`src/rtl/inv_rr_scheduler_pkg.sv`:
```
// Shared definitions for the round-robin inverter scheduler: FSM state
// encodings and default parameter values.
package inv_rr_scheduler_pkg;

   localparam int DEF_N_REQ = 4;
   localparam int DEF_WIDTH = 8;

   localparam logic [1:0] S_IDLE    = 2'd0;
   localparam logic [1:0] S_COMPUTE = 2'd1;
   localparam logic [1:0] S_RESP    = 2'd2;

endpackage

```
`src/rtl/inv_rr_scheduler_rr_pick.sv`:
```
// Combinational round-robin picker: first set request at or above ptr,
// wrapping N_REQ-1 -> 0. Reusable by other shared-resource schedulers.
module rr_pick
   import inv_rr_scheduler_pkg::*;
#(
   parameter int N_REQ = DEF_N_REQ,
   parameter int IDW   = $clog2(DEF_N_REQ)
) (
   input  logic [N_REQ-1:0] req,
   input  logic [IDW-1:0]   ptr,
   output logic [N_REQ-1:0] gnt_onehot,
   output logic [IDW-1:0]   gnt_idx,
   output logic             any
);

   logic [IDW:0]   w_sum;
   logic [IDW-1:0] w_cand;

   // Wrap is an explicit subtract of N_REQ, so non-power-of-two N_REQ never
   // produces an index beyond N_REQ-1.
   always_comb begin
      gnt_onehot = '0;
      gnt_idx    = '0;
      any        = 1'b0;
      w_sum      = '0;
      w_cand     = '0;
      for (int k = 0; k < N_REQ; k++) begin
         w_sum = {1'b0, ptr} + (IDW+1)'(k);
         if (w_sum >= (IDW+1)'(N_REQ))
            w_sum = w_sum - (IDW+1)'(N_REQ);
         w_cand = w_sum[IDW-1:0];
         if (!any && req[w_cand]) begin
            any                = 1'b1;
            gnt_onehot[w_cand] = 1'b1;
            gnt_idx            = w_cand;
         end
      end
   end

endmodule

```
`src/rtl/inv_rr_scheduler.sv`:
```
// Round-robin scheduler sharing one registered WIDTH-bit inverter among
// N_REQ valid/ready requesters; IDLE -> COMPUTE -> RESP per transaction.
module inv_rr_scheduler
   import inv_rr_scheduler_pkg::*;
#(
   parameter  int N_REQ = DEF_N_REQ,
   parameter  int WIDTH = DEF_WIDTH,
   localparam int IDW   = $clog2(N_REQ)
) (
   input  logic                   clk,
   input  logic                   rst,
   input  logic [N_REQ-1:0]       req_valid,
   input  logic [N_REQ*WIDTH-1:0] req_data,
   output logic [N_REQ-1:0]       req_ready,
   output logic                   rsp_valid,
   output logic [WIDTH-1:0]       rsp_data,
   output logic [IDW-1:0]         rsp_id,
   input  logic                   rsp_ready,
   output logic                   busy
);

   logic [1:0]       r_state;
   logic [IDW-1:0]   r_ptr;
   logic [IDW-1:0]   r_win_p0;
   logic [WIDTH-1:0] r_op_p0;
   logic [WIDTH-1:0] r_result_p1;
   logic [IDW-1:0]   r_rsp_id_p1;
   logic             r_rsp_valid_p1;

   logic [N_REQ-1:0] w_gnt;
   logic [IDW-1:0]   w_gnt_idx;
   logic             w_any;
   logic             w_grant_en;
   logic [WIDTH-1:0] w_sel_data;
   logic [IDW-1:0]   w_ptr_next;

   rr_pick #(
      .N_REQ (N_REQ),
      .IDW   (IDW)
   ) u_pick (
      .req        (req_valid),
      .ptr        (r_ptr),
      .gnt_onehot (w_gnt),
      .gnt_idx    (w_gnt_idx),
      .any        (w_any)
   );

   // Grant is gated by rst so no operand appears accepted while reset is held.
   assign w_grant_en = (r_state == S_IDLE) && w_any && !rst;
   assign req_ready  = w_grant_en ? w_gnt : '0;
   assign w_sel_data = req_data[int'(w_gnt_idx)*WIDTH +: WIDTH];
   assign w_ptr_next = (r_win_p0 == IDW'(N_REQ-1)) ? '0 : r_win_p0 + IDW'(1);

   assign rsp_valid = r_rsp_valid_p1;
   assign rsp_data  = r_result_p1;
   assign rsp_id    = r_rsp_id_p1;
   assign busy      = (r_state != S_IDLE);

   always_ff @(posedge clk or posedge rst) begin
      if (rst) begin
         r_state        <= S_IDLE;
         r_ptr          <= '0;
         r_win_p0       <= '0;
         r_op_p0        <= '0;
         r_result_p1    <= '0;
         r_rsp_id_p1    <= '0;
         r_rsp_valid_p1 <= 1'b0;
      end else begin
         case (r_state)
            // p0: capture the winning operand and its index
            S_IDLE: begin
               if (w_any) begin
                  r_op_p0  <= w_sel_data;
                  r_win_p0 <= w_gnt_idx;
                  r_state  <= S_COMPUTE;
               end
            end
            // p1: inverter into the result register
            S_COMPUTE: begin
               r_result_p1    <= ~r_op_p0;
               r_rsp_id_p1    <= r_win_p0;
               r_rsp_valid_p1 <= 1'b1;
               r_state        <= S_RESP;
            end
            S_RESP: begin
               if (rsp_ready) begin
                  r_rsp_valid_p1 <= 1'b0;
                  r_ptr          <= w_ptr_next;
                  r_state        <= S_IDLE;
               end
            end
            default: r_state <= S_IDLE;
         endcase
      end
   end

endmodule

```
`config.mk`:
```
export PLATFORM = sky130hd
export DESIGN_NAME = inv_rr_scheduler
export DESIGN_NICKNAME = d
export VERILOG_FILES = /design/src/rtl/inv_rr_scheduler_pkg.sv /design/src/rtl/inv_rr_scheduler_rr_pick.sv /design/src/rtl/inv_rr_scheduler.sv
export SDC_FILE = /design/constraint.sdc
export NUM_CORES = 1
export LEC_CHECK = 0
export ABC_CLOCK_PERIOD_IN_PS = 3100
export CAP_MARGIN = 20
export CORE_MARGIN = 4
export CORE_UTILIZATION = 41
export CTS_CLUSTER_DIAMETER = 100
export DETAILED_ROUTE_END_ITERATION = 10
export PLACE_DENSITY = 0.74
export SYNTH_ARGS = -nofsm -noshare
export SYNTH_HDL_FRONTEND = slang
export SYNTH_HIERARCHICAL = 1
export SYNTH_SLANG_ARGS = --single-unit
```
`constraint.sdc`:
```
create_clock -name clk -period 3.1 [get_ports clk]
set_input_delay 0.62 -clock clk [delete_from_list [all_inputs] [get_ports clk]]
set_output_delay 0.62 -clock clk [all_outputs]
set_load 0.02 [all_outputs]
```
# ---- After elaboration in Yosys (flattened, before gate mapping)
# Index checks and enable logic that the tools add are counted.
dict set report word_totals {
  memories 0
  reg_bits 25
  latchBits 0
  in_bits 39
  out_inout_bits 16
  elab_cells 96
  mem_bits_rw 0
  mem_bits_ro 0
}
dict set report op_classes {
  addsub 8
  div 0
  n_reduce_logical 20
  bitwise 4
  n_shift 1
  n_eq_ne 5
  muxes 39
  n_mul 0
  magnitude_cmp 12
}
# cell n
set op_table {}
lappend op_table {{32-bit by 6-bit indexed part select with 8-bit output} 1}
lappend op_table {{2-bit 2-to-1 mux} 11}
lappend op_table {{4-bit 2-to-1 mux} 5}
lappend op_table {{1-bit 2-to-1 mux} 13}
lappend op_table {{2-bit by 3-bit less-than comparator with 1-bit output (second input constant)} 4}
lappend op_table {{4-bit bitwise OR} 3}
lappend op_table {{3-bit >= comparator (second input constant)} 3}
lappend op_table {{1-bit logical AND} 9}
lappend op_table {{1-bit binary-select mux with 2-bit select} 4}
lappend op_table {{1-bit demux with 2-bit select} 4}
lappend op_table {{2-bit by 1-bit >= comparator with 1-bit output (second input constant)} 4}
lappend op_table {{8-bit inverter} 1}
lappend op_table {{2-bit AND reduction} 4}
lappend op_table {{2-bit by 1-bit subtractor with 2-bit output (second input constant)} 4}
lappend op_table {{2-bit by 2-bit adder with 3-bit output (second input constant)} 2}
lappend op_table {{2-bit one-hot mux with 3 select lines} 1}
lappend op_table {{2-bit equality test (second input constant)} 2}
lappend op_table {{1-bit zero test} 4}
lappend op_table {{2-bit inequality test (second input constant)} 2}
lappend op_table {{2-bit nonzero test} 2}
lappend op_table {{2-bit by 1-bit adder with 3-bit output (second input constant)} 1}
lappend op_table {{2-bit by 3-bit >= comparator with 1-bit output (second input constant)} 1}
lappend op_table {{2-bit by 1-bit adder with 2-bit output (second input constant)} 1}
lappend op_table {{2-bit by 1-bit equality test with 1-bit output (second input constant)} 1}
lappend op_table {{2 further kinds} 2}

# ---- Depth between registers and ports, before layout
dict set report depth {
  word_depth 17
  depth_mapped 11
  depth_no_buf 8
}

# ---- Hierarchy
# The synthesis kept the hierarchy.
# mod cells_each area_per_inst_um2 n_inst
set by_module_without_submodules {}
lappend by_module_without_submodules {inv_rr_scheduler 81 1243.7 1}
lappend by_module_without_submodules {rr_pick 45 421.7 1}

# ---- Least setup slack after synthesis
# No wires, ideal clock.
dict set report synth_timing {
  path_type {register -> register}
  from {register r_ptr[0]}
  to {register r_op_p0[0]}
  setup_ns 0.125
  stages_incl_launch_ff 12
  arrival_time_ns 2.741
  path_slack_ns 0.234
  path_buffers 3
  period_less_slack_ns 2.866
  cell_sequence {dfrtp_1 > buf_6 > inv_1 > ha_1 > mux4_2 > buf_6 > nor4b_4 > nor2_1 > a32o_1 > clkbuf_1 > mux4_2 > mux2_4}
}
dict set report synth_via {
  elab_chain_cells 15
  word_cells_on_any_way 39
}
# element line
set synth_rtl {}
lappend synth_rtl {{start, declared} inv_rr_scheduler.sv:23} ;# logic [IDW-1:0] r_ptr;
lappend synth_rtl {{start signal, assigned} inv_rr_scheduler.sv:88} ;# r_ptr <= w_ptr_next;
lappend synth_rtl {{branches (longest 13 deep; another with 2-bit by 1-bit adder with 3-bit output)} -}
lappend synth_rtl {{2-bit 2-to-1 mux (*)} inv_rr_scheduler_rr_pick.sv:32} ;# if (!any && req[w_cand]) begin
lappend synth_rtl {{net w_gnt_idx[1]} inv_rr_scheduler.sv:31} ;# logic [IDW-1:0] w_gnt_idx;
lappend synth_rtl {{32-bit by 6-bit indexed part select with 8-bit output (*)} inv_rr_scheduler.sv:51} ;# assign w_sel_data = req_data[int'(w_gnt_idx)*WIDTH +: WIDTH];
lappend synth_rtl {{end signal, assigned} inv_rr_scheduler.sv:73} ;# r_op_p0 <= w_sel_data;
lappend synth_rtl {{end, declared} inv_rr_scheduler.sv:25} ;# logic [WIDTH-1:0] r_op_p0;
# Mark *: on every way through the listed nets, which the timed path passes. The select of a mux whose other input is x is not followed.
# A chain may end at the register's enable or synchronous reset.

# ---- Final worst setup path
dict set report layout_timing {
  from {register r_ptr[0]}
  to {output req_ready[3]}
}
dict set report layout_via {
  word_cells_on_any_way 63
}
# element line
set layout_rtl {}
lappend layout_rtl {{branches (longest 13 deep; another with 2-bit by 1-bit adder with 3-bit output)} -}
lappend layout_rtl {{4-bit 2-to-1 mux (*)} inv_rr_scheduler_rr_pick.sv:32}
lappend layout_rtl {{net w_gnt[3]} inv_rr_scheduler.sv:30} ;# logic [N_REQ-1:0] w_gnt;
lappend layout_rtl {{4-bit 2-to-1 mux (*)} inv_rr_scheduler.sv:50} ;# assign req_ready = w_grant_en ? w_gnt : '0;
lappend layout_rtl {{end, declared} inv_rr_scheduler.sv:14} ;# output logic [N_REQ-1:0] req_ready,
# Marks and branches as above.

==> key figures <==
Drt
  • DR vias/cell: 5.37
  • Total Wirelength: 4.13 mm
  • DRC: 0
  • Routed WL per cell: 16.6 microns
  • Vias post-DR: 1336
  • Detail Route Antenna Nets: 0
  • Drt first-iter violations: 83
  • TritonRoute pass-1 iters: 4

GRT
  • GRT Residual Overflow: 0
  • GRT Util Overall: 0.163
  • Largest net degree at the start of global routing: 26
  • Antenna violations before repair: 0
  • Global-route wire length before repair: 6.62 mm
  • Vias in the first global route: 1414

Pwr
  • P_int: 1.78 mW
  • Pwr dens: 1170 nW/um^2
  • VDD IR-drop max: 0.000776 V
  • Reg power frac: 0.213
  • Logic pwr share: 0.721
  • Clock power frac: 0.065
  • Leakage: 1.09 nW
  • Net Switching: 1.11 mW
  • Sw Share: 0.385

STA
  • Final setup violation count: 0
  • Worst hold margin: 0.462 ns
  • Final period util: 0.997
  • Hold Fails Final Rpt: 0
  • Setup TNS: 0 ns
  • Relative max-transition margin: 0.608
  • Crit path time final: 3.09 ns
  • Clock Skew: 0.000963 ns
  • Worst-margin pin slew: 0.589 ns
  • Fin. max-slew vios: 0
  • Max frequency: 324 MHz
  • Unrepaired setup endpoints after global routing: yes

Hold path
  • Worst Hold Endpoint: rsp_data[3]
  • WHS Path Cells: 1
  • Hold_sp: r_op_p0[3]
  • Worst Hold Class: reg2reg

Layout
  • Commonest non-fill, non-tap cells in the layout: 46 x clkdlybuf4s50_1, 24 x dfrtp_1, 21 x buf_4, 12 x mux4_2, 11 x inv_1
  • Synthesis-to-finish area growth: 49.0%
  • Most common cell after layout, fill and taps aside: clkdlybuf4s50_1
  • Layout Nets: 247
  • Post-route cell area: 2480 sq um
  • N_diodes: 0
  • Fin cells: 249
  • Proportion of layout cells with a drive suffix above 1: 0.353
  • Filler Cell Count: 293

Yosys
  • Async S/R FF share, synth: 1.00
  • Number of synthesized register bits: 25
  • Number of cells produced by synthesis: 126
  • Post-Syn Area: 1670 sq um
  • EDFF count, synth: 0
  • Seq/Total Area, Yosys: 0.376
  • Yosys warnings: 6
  • Area contributors post-synth: dfrtp_1 38%, mux4_2 14%, mux2_4 7.2%
  • Top cell type's share of synthesized area: 0.376
  • Synth unique cells: 31
  • Mean cell area of the mapped netlist: 13.2 sq um
  • Synth area leader: dfrtp_1
  • Post-Syn Nets: 171
  • Ys flop type: dfrtp_1

Clock network
  • Max clock buf depth: 2
  • Clock Sinks: 25
  • CTS Hold Bufs: 0
  • Clock slew at reported path FFs: 0.09 ns
  • Root Driver: clkbuf_8
  • Num CTS Buffers: 3
  • H-tree levels: 1
  • Clock Latency Late Sink: 0.26 ns
  • CTS tree: built

Placement
  • DP HPWL: 3.06 mm
  • GPL Wtd Cong: 0.925
  • Placed cell count: 235
  • Placed instance area: 2330 sq um
  • # port buffers: 54

Setup path
  • Reg2reg start: r_ptr[0]
  • CP dominant cell by count: buf_6
  • Delay-heaviest family, CP: buffers and inverters
  • CP required: 2.48 ns
  • Critical path launch point type: flip-flop
  • R2r endpoint: r_op_p0[3]
  • Crit path DAT: 2.47 ns
  • Worst setup path category: reg2out
  • Worst R2R Path Depth: 10
  • Slowest-stage cell, CP: mux4_2
  • CP cell instances: buf_6, buf_6, mux4_2, nor4b_4, buf_4, buf_4, a22oi_1, o21ai_1, and3_1, buf_6
  • Buffers plus inverters on the worst setup path: 5
  • Crit Path Max Fanout: 3
  • Worst R2R Setup Slack: 0.17 ns
  • CP max stage delay: 0.52 ns
  • Critical Path End Type: output port

Floorplan
  • FP Rows: 22
  • I/O Pins: 55
  • Die W: 71.7 microns
  • Core box area: 3800 sq um
  • Die area: 5150 sq um
  • Initial core utilization: 0.438
  • Die Height: 71.7 microns

Run status
  • Status: finished clean

Job
  • Max-capacitance violation count: 0
-- stage by stage --
stage                     power [mW]  worst slack, ns  utilization
final                           2.89           0.0102        0.653
after global placement          2.45           -0.490        0.613
after global routing            3.09          -0.0885        0.653
after detailed placement        2.52           -0.584        0.613
after CTS                       2.84          0.00140        0.645
after floorplan                 1.95            0.234            -
-- worst max path at each step --
stage               slack [ns]  depth (start not counted)         start           end
floorplan                 0.23                         11      r_ptr[0]    r_op_p0[0]
global placement         -0.49                          7  req_valid[0]  req_ready[2]
detailed placement       -0.58                          7  req_valid[0]  req_ready[0]
CTS                      0.001                          8  req_valid[2]  req_ready[1]
global route             -0.09                         10      r_ptr[0]  req_ready[0]
finish                    0.01                         10      r_ptr[0]  req_ready[3]
-- timing repair --
action / CTS / global route
pin swaps: 1 / 2
cloned: 0 / 0
endpoints found under the setup margin: 12 / 12
buffers inserted: 9 / 1
gates resized for setup: 26 / 16
-- cells by family after synthesis --
logic type / Yosys count / synth area share
buffers and inverters: 19 / 0.0631
AND/OR/NAND/NOR: 21 / 0.0939
adder cells (fa/ha/maj): 6 / 0.0451
AO/OA/AOI/OAI: 18 / 0.0759
multiplexers: 37 / 0.346
flip-flops: 25 / 0.376
-- power groups by stage --
| stage | logic, mW | clock network, mW | registers (mW) |
|---|---|---|---|
| 2_1_floorplan | 1.25 | 0 | 0.700 |
| 3_3_place_gp | 1.84 | 0 | 0.615 |
| 3_5_place_dp | 1.89 | 0 | 0.626 |
| 4_1_cts | 2.03 | 0.195 | 0.620 |
| 5_1_grt | 2.24 | 0.211 | 0.639 |
| 6_report | 2.09 | 0.189 | 0.617 |
-- cell usage after synthesis (all sizes together) (2+ instances only) --
| cell type | n |
|---|---|
| a22oi | 8 |
| and2b | 2 |
| dfrtp | 25 |
| o21ai | 5 |
| clkbuf | 2 |
| mux4 | 12 |
| nor2 | 4 |
| mux2 | 15 |
| inv | 12 |
| or2 | 2 |
| buf | 5 |
| nand2b | 2 |
| nor3b | 2 |
| mux2i | 10 |
| ha | 6 |
| and3 | 4 |
-- state kept, by name, indices dropped and copies added, names as in the netlist --
name       count
r_op_p0        8
r_ptr          2
r_state        2
r_win_p0       2
rsp_data       8
rsp_id         2
rsp_valid      1
-- metal layers --
metal,vias to the layer above,global-route usage,routed length [microns]
li1,616,-,-
met1,667,0.194,1620
met2,45,0.309,2240
met3,8,0.0112,196
met4,0,0.0522,72
met5,-,0,0
-- cell type report --
type	instances	area, sq um	area share
multi-input cells	82	962	0.388
repair buffers	78	741	0.299
flip-flops and latches	25	627	0.253
well taps	48	60.1	0.0242
inverters	12	45.0	0.0182
clock buffers	3	41.3	0.0166
clock inverters	1	5.00	0.00202
-- worst reg2reg max path, stage by stage (launching register included) --
cell and delay [ns]:
dfrtp_1 0.44, buf_6 0.14, buf_6 0.09, mux4_2 0.52, buf_4 0.17, buf_4 0.17
nor4_1 0.26, nor2_1 0.08, a32o_2 0.35, mux4_2 0.33, mux2_4 0.27
(Power assumes the default switching activity.)
